**src/rtl/fp_special_result.sv**
```systemverilog
// Result-side special-case merge for the FMA: queues issue-time classifier flags and
// overrides the datapath result with qNaN/Inf/zero/C when needed. Optional status via FP_SPEC_STATUS_EN.
module fp_special_result #(
  parameter int WIDTH     = 32,
  parameter int EXP_WIDTH = 8,
  parameter int SIG_WIDTH = 23,
  parameter int DEPTH     = 4
) (
  input  logic             clk,
  input  logic             rst,
  input  logic             iss_valid,
  output logic             iss_ready,
  input  logic             iss_a_pz,
  input  logic             iss_a_nz,
  input  logic             iss_b_pz,
  input  logic             iss_b_nz,
  input  logic             iss_c_pz,
  input  logic             iss_c_nz,
  input  logic             iss_nan,
  input  logic             iss_pinf,
  input  logic             iss_ninf,
  input  logic             iss_prod_sign,
  input  logic [WIDTH-1:0] iss_c,
  input  logic             dp_valid,
  output logic             dp_ready,
  input  logic [WIDTH-1:0] dp_result,
  output logic             out_valid,
  input  logic             out_ready,
  output logic [WIDTH-1:0] out_result,
  output logic             out_special,
`ifdef FP_SPEC_STATUS_EN
  output logic [2:0]       out_exc,
`endif
  output logic             err
);

  localparam int PTR_W = $clog2(DEPTH);
  localparam logic [PTR_W:0] FULL_CNT = (PTR_W + 1)'(DEPTH);

  localparam logic [WIDTH-1:0] QNAN = {1'b0, {EXP_WIDTH{1'b1}}, 1'b1, {(SIG_WIDTH-1){1'b0}}};
  localparam logic [WIDTH-1:0] PINF = {1'b0, {EXP_WIDTH{1'b1}}, {SIG_WIDTH{1'b0}}};
  localparam logic [WIDTH-1:0] NINF = {1'b1, {EXP_WIDTH{1'b1}}, {SIG_WIDTH{1'b0}}};

  // Entry layout: {nan, pinf, ninf, a_pz, a_nz, b_pz, b_nz, c_pz, c_nz, prod_sign}
  logic [9:0]       flagMem [DEPTH];
  logic [WIDTH-1:0] cMem    [DEPTH];
  logic [PTR_W-1:0] wrPtr, rdPtr;
  logic [PTR_W:0]   count;
  logic [9:0]       headFlags;
  logic [WIDTH-1:0] headC;
  logic             push, pop, outFree;

  // Returns {special, result}; first matching case wins.
  function automatic logic [WIDTH:0] forceResult(input logic [9:0] f,
                                                 input logic [WIDTH-1:0] c,
                                                 input logic [WIDTH-1:0] dp);
    logic prodZero, cZero;
    prodZero = |f[6:3];
    cZero    = f[2] | f[1];
    if (f[9] | (f[8] & f[7])) return {1'b1, QNAN};
    if (f[8])                 return {1'b1, PINF};
    if (f[7])                 return {1'b1, NINF};
    if (prodZero && cZero)    return {1'b1, f[0] & f[1], {(WIDTH-1){1'b0}}};
    if (prodZero)             return {1'b1, c};
    return {1'b0, dp};
  endfunction

`ifdef FP_SPEC_STATUS_EN
  // {invalid, inf, zero} classification of the same priority chain.
  function automatic logic [2:0] excFlags(input logic [9:1] f);
    logic invalid, inf;
    invalid = f[9] | (f[8] & f[7]);
    inf     = ~invalid & (f[8] | f[7]);
    return {invalid, inf, ~invalid & ~inf & (|f[6:3]) & (f[2] | f[1])};
  endfunction
`endif

  assign iss_ready = (count != FULL_CNT);
  assign outFree   = ~out_valid | out_ready;
  assign dp_ready  = (count != '0) & outFree;
  assign push      = iss_valid & iss_ready;
  assign pop       = dp_valid & dp_ready;
  assign headFlags = flagMem[rdPtr];
  assign headC     = cMem[rdPtr];

  // Issue stage: flag storage (data only, no reset)
  always_ff @(posedge clk) begin
    if (push) begin
      flagMem[wrPtr] <= {iss_nan, iss_pinf, iss_ninf, iss_a_pz, iss_a_nz,
                         iss_b_pz, iss_b_nz, iss_c_pz, iss_c_nz, iss_prod_sign};
      cMem[wrPtr]    <= iss_c;
    end
  end

  // Merge stage: queue control and output register
  always_ff @(posedge clk) begin
    if (rst) begin
      count       <= '0;
      wrPtr       <= '0;
      rdPtr       <= '0;
      out_valid   <= 1'b0;
      out_result  <= '0;
      out_special <= 1'b0;
      err         <= 1'b0;
`ifdef FP_SPEC_STATUS_EN
      out_exc     <= 3'b000;
`endif
    end else begin
      if (push) wrPtr <= wrPtr + PTR_W'(1);
      if (pop)  rdPtr <= rdPtr + PTR_W'(1);
      case ({push, pop})
        2'b10:   count <= count + (PTR_W + 1)'(1);
        2'b01:   count <= count - (PTR_W + 1)'(1);
        default: count <= count;
      endcase
      if (dp_valid && count == '0) err <= 1'b1;
      if (pop) begin
        out_valid                 <= 1'b1;
        {out_special, out_result} <= forceResult(headFlags, headC, dp_result);
`ifdef FP_SPEC_STATUS_EN
        out_exc                   <= excFlags(headFlags[9:1]);
`endif
      end else if (out_ready) begin
        out_valid <= 1'b0;
      end
    end
  end

endmodule

```
**config.mk**
```make
export PLATFORM = sky130hd
export DESIGN_NAME = fp_special_result
export DESIGN_NICKNAME = d
export VERILOG_FILES = /design/src/rtl/fp_special_result.sv
export SDC_FILE = /design/constraint.sdc
export NUM_CORES = 1
export LEC_CHECK = 0
export CAP_MARGIN = 25
export CORE_MARGIN = 8
export CORE_UTILIZATION = 45
export CTS_CLUSTER_SIZE = 14
export DETAILED_ROUTE_END_ITERATION = 8
export PLACE_DENSITY = 0.77
export SETUP_SLACK_MARGIN = 0.5
export SYNTH_ARGS = -nofsm -noshare
export SYNTH_HDL_FRONTEND = slang
export SYNTH_SLANG_ARGS = --single-unit
```
**constraint.sdc**
```tcl
create_clock -name clk -period 3.15 [get_ports clk]
set_input_delay 0.945 -clock clk [delete_from_list [all_inputs] [get_ports clk]]
set_output_delay 0.945 -clock clk [all_outputs]
set_load 0.02 [all_outputs]
```
==> flow_metrics.py <==
metrics = {
    "outcome": {
        "outcome": "completed",
    },
    "clock_network": {
        "clockRootBuffer": "clkbuf_16",
        "cts.path.max_buffers": 3,
        "numCtsBuffers": 22,
        "cts.clk_slew.worst_paths_ns": 0.06,
        "cts_tree": "done",
        "htreeDepth": 1,
        "clk-insertion-delay-late_ns": 0.49,
        "hold_buffers": 0,
        "clock-sinks": 212,
    },
    "critical_path": {
        "critPathMaxFanout": 5,
        "max_stage_delay_ns": 0.47,
        "crit_top_cell": "inv_1",
        "cp-end-kind": "register",
        "cp.arrival_ns": 2.90,
        "path_class": "input pin to register",
        "crit_chain": "clkdlybuf4s50_1, and2_1, inv_1, ha_4, inv_1, fa_2, xor2_1, or3_1, a21oi_1",
        "crit_required_ns": 3.56,
        "slowest_stage": "clkdlybuf4s50_1",
        "crit_start": "iss_valid",
        "worstSetupStartpointType": "input pin",
    },
    "sta": {
        "rsz0062_at_grt": "false",
        "setup_viol": 0,
        "relSlewSlack_pct": 59.5,
        "hold_violations": 0,
        "drv_slew": 0,
        "setup_slack_ns": 0.662,
        "max_freq_mhz": 402,
        "tns_ns": 0,
        "period_needed_ns": 2.49,
        "fin_crit_sh_pct": 79.0,
        "worstMarginPinSlew_ns": 0.607,
        "fin_skew_ns": 0.00981,
    },
    "yosys": {
        "synth.top_cell.area_share_pct": 59.7,
        "yosysSeqAreaShare_pct": 70.1,
        "synth_cell_type_count": 39,
        "synth_nets": 581,
        "syn_avg_cell_area_sq_um": 17.0,
        "synth_top_family_by_area": "multiplexers",
        "syn_area_sq_um": 8450,
        "synth_mux_area_share_pct": 10.2,
        "synth-async-reset-ratio_pct": 0,
        "yosys_warnings": 0,
        "synthCells": 496,
        "synth_fa_ha_area_share_pct": 0.977,
        "synth-simple-area-share_pct": 5.97,
        "synthTopCellsByArea": "edfxtp_1 (60%), dfxtp_1 (10%), mux4_2 (10%)",
        "synth_edf_count": 168,
        "netlist.top_cell.by_area": "edfxtp_1",
        "synth_compound_area_share_pct": 9.70,
        "yosys.area_share.xor_xnor_pct": 0.622,
        "synthFlopType": "edfxtp_1",
        "synth_seq_cells": 212,
    },
    "final_layout": {
        "layout-drive-gt1-share_pct": 24.1,
        "fin_nets": 709,
        "multi_input_area_sq_um": 2380,
        "seqCellArea_sq_um": 5930,
        "fillers": 1362,
        "design_area_sq_um": 10700,
        "syn_to_final_growth_pct": 26.2,
    },
    "floorplanning": {
        "die_h_microns": 153,
        "die_area_sq_um": 23400,
        "io_pins": 116,
        "die_x_microns": 153,
        "core_area_sq_um": 18600,
        "floorplan.initialDensity_pct": 45.5,
        "fp-row-count": 50,
    },
    "min_path": {
        "min_from": "out_result[12]",
        "hp-class": "register to register",
    },
    "global_route": {
        "grt_pass1_vias": 5274,
        "antenna_found_initial": 4,
        "grt_pass1_wl_microns": 29800,
        "grtUsageTotal_pct": 16.0,
        "grt_start_max_net_pins": 48,
        "grt_overflow": 0,
    },
    "routing": {
        "viasPerCell": 5.60,
        "highest_layer": "met5",
        "totalWireLength_microns": 18900,
        "route.detailed.drc": 0,
        "wl_per_cell_microns": 21.6,
        "drtPass1Iterations": 4,
        "ant_nets": 0,
        "wl_met3_microns": 1040,
        "wl_met2_microns": 9800,
        "drt_iter0_drc": 353,
        "vias": 4897,
        "wirelength_met1_microns": 7690,
    },
    "place": {
        "port-buffer-count": 115,
        "place.gp.congestion": 0.762,
        "dp_hpwl_microns": 12200,
        "pre_cts_slack_ns": 0.0283,
        "placed_area_sq_um": 9950,
    },
    "run": {
        "maxCapViolCount": 0,
    },
    "pwr": {
        "p_leak_nw": 3.50,
        "p_per_area_nw_per_um2": 747,
        "ir_worst_vdd_uv": 353,
        "finalPower_mw": 7.97,
    },
}
layout by cell type (no fill, tap or decap), types with 8 or more instances in the layout:
master	count
edfxtp_1	168
clkdlybuf4s50_1	111
dfxtp_1	42
mux4_2	38
nand2_1	29
nor2_1	24
clkbuf_16	23
and3_1	22
a21boi_0	22
buf_4	21
o211ai_2	20
a21oi_2	20
a211oi_1	9
a22oi_1	8
final timing paths:
check	end	slack, ns	cells after the start
hold / removal	out_result[12]	0.46	2
hold reg to reg	out_result[12]	0.46	2
setup reg to reg	out_result[22]	0.71	7
setup / recovery	count[2]	0.66	9
cell type report:
type | instances | area share [%]
Antenna cell | 1 | 0.0235
Timing Repair Buffer | 138 | 12.6
Multi-Input combinational cell | 243 | 22.3
Tap cell | 234 | 2.75
Clock inverter | 15 | 0.985
Sequential cell | 212 | 55.6
Inverter | 7 | 0.246
Clock buffer | 25 | 5.47
synth_stat cells, types with 4 or more instances:
| master | instances |
|---|---|
| buf_2 | 6 |
| a21oi_1 | 7 |
| inv_1 | 7 |
| xor2_1 | 4 |
| edfxtp_1 | 168 |
| a211oi_1 | 9 |
| a22oi_1 | 10 |
| a21boi_0 | 22 |
| a21oi_2 | 20 |
| clkbuf_1 | 21 |
| ha_1 | 5 |
| o211ai_2 | 20 |
| and3_1 | 27 |
| nand2_1 | 31 |
| buf_6 | 4 |
| dfxtp_1 | 44 |
| mux4_2 | 38 |
| nor2_1 | 25 |
power by group:
| group | total, mW | internal (mW) | switching, mW |
|---|---|---|---|
| clock | 2.45 | 1.41 | 1.03 |
| combinational | 2.02 | 0.961 | 1.05 |
| sequential | 3.51 | 3.36 | 0.151 |
per-stage QoR:
stage	hold slack (ns)	utilization, %	std cells
5_1_grt	0.487	57.4	875
4_1_cts	0.464	57.2	873
6_report	0.461	57.4	875
2_1_floorplan	0.469	-	496
3_5_place_dp	0.455	53.6	833
3_3_place_gp	0.442	53.6	833
registers in the layout, summed over array words and instances (netlist names), named ones only:
signal       count
cMem           128
out_valid        1
rdPtr            2
out_result      32
wrPtr            2
count            3
err              1
flagMem         40
out_special      1
worst max-delay path, delay by kind of cell:
family,cells,cell delay (ns)
buffers and inverters,3,0.65
and+or+nand+nor,2,0.51
adders and majority gates,2,0.50
xor gates and xnor gates,1,0.16
AOI/OAI and AO/OA,1,0.12
metal layers:
layer	track usage, %	vias to the layer above
li1	-	2204
met1	18.9	2538
met2	28.5	121
met3	4.00	28
met4	4.62	6
met5	0	-
timing repair:
action | 4_1_cts | 5_1_grt
setup endpoints to repair | 2 | 16
resized for setup | 5 | 7
setup buffers | 0 | 1
logic make-up after synthesis:
logic type,after synthesis
AOI/OAI and AO/OA,95
DFF,212
and+or+nand+nor,97
adders and majority gates,6
muxes,39
buffers and inverters,41
xor gates and xnor gates,6
Power figures use the tool's default switching activity.
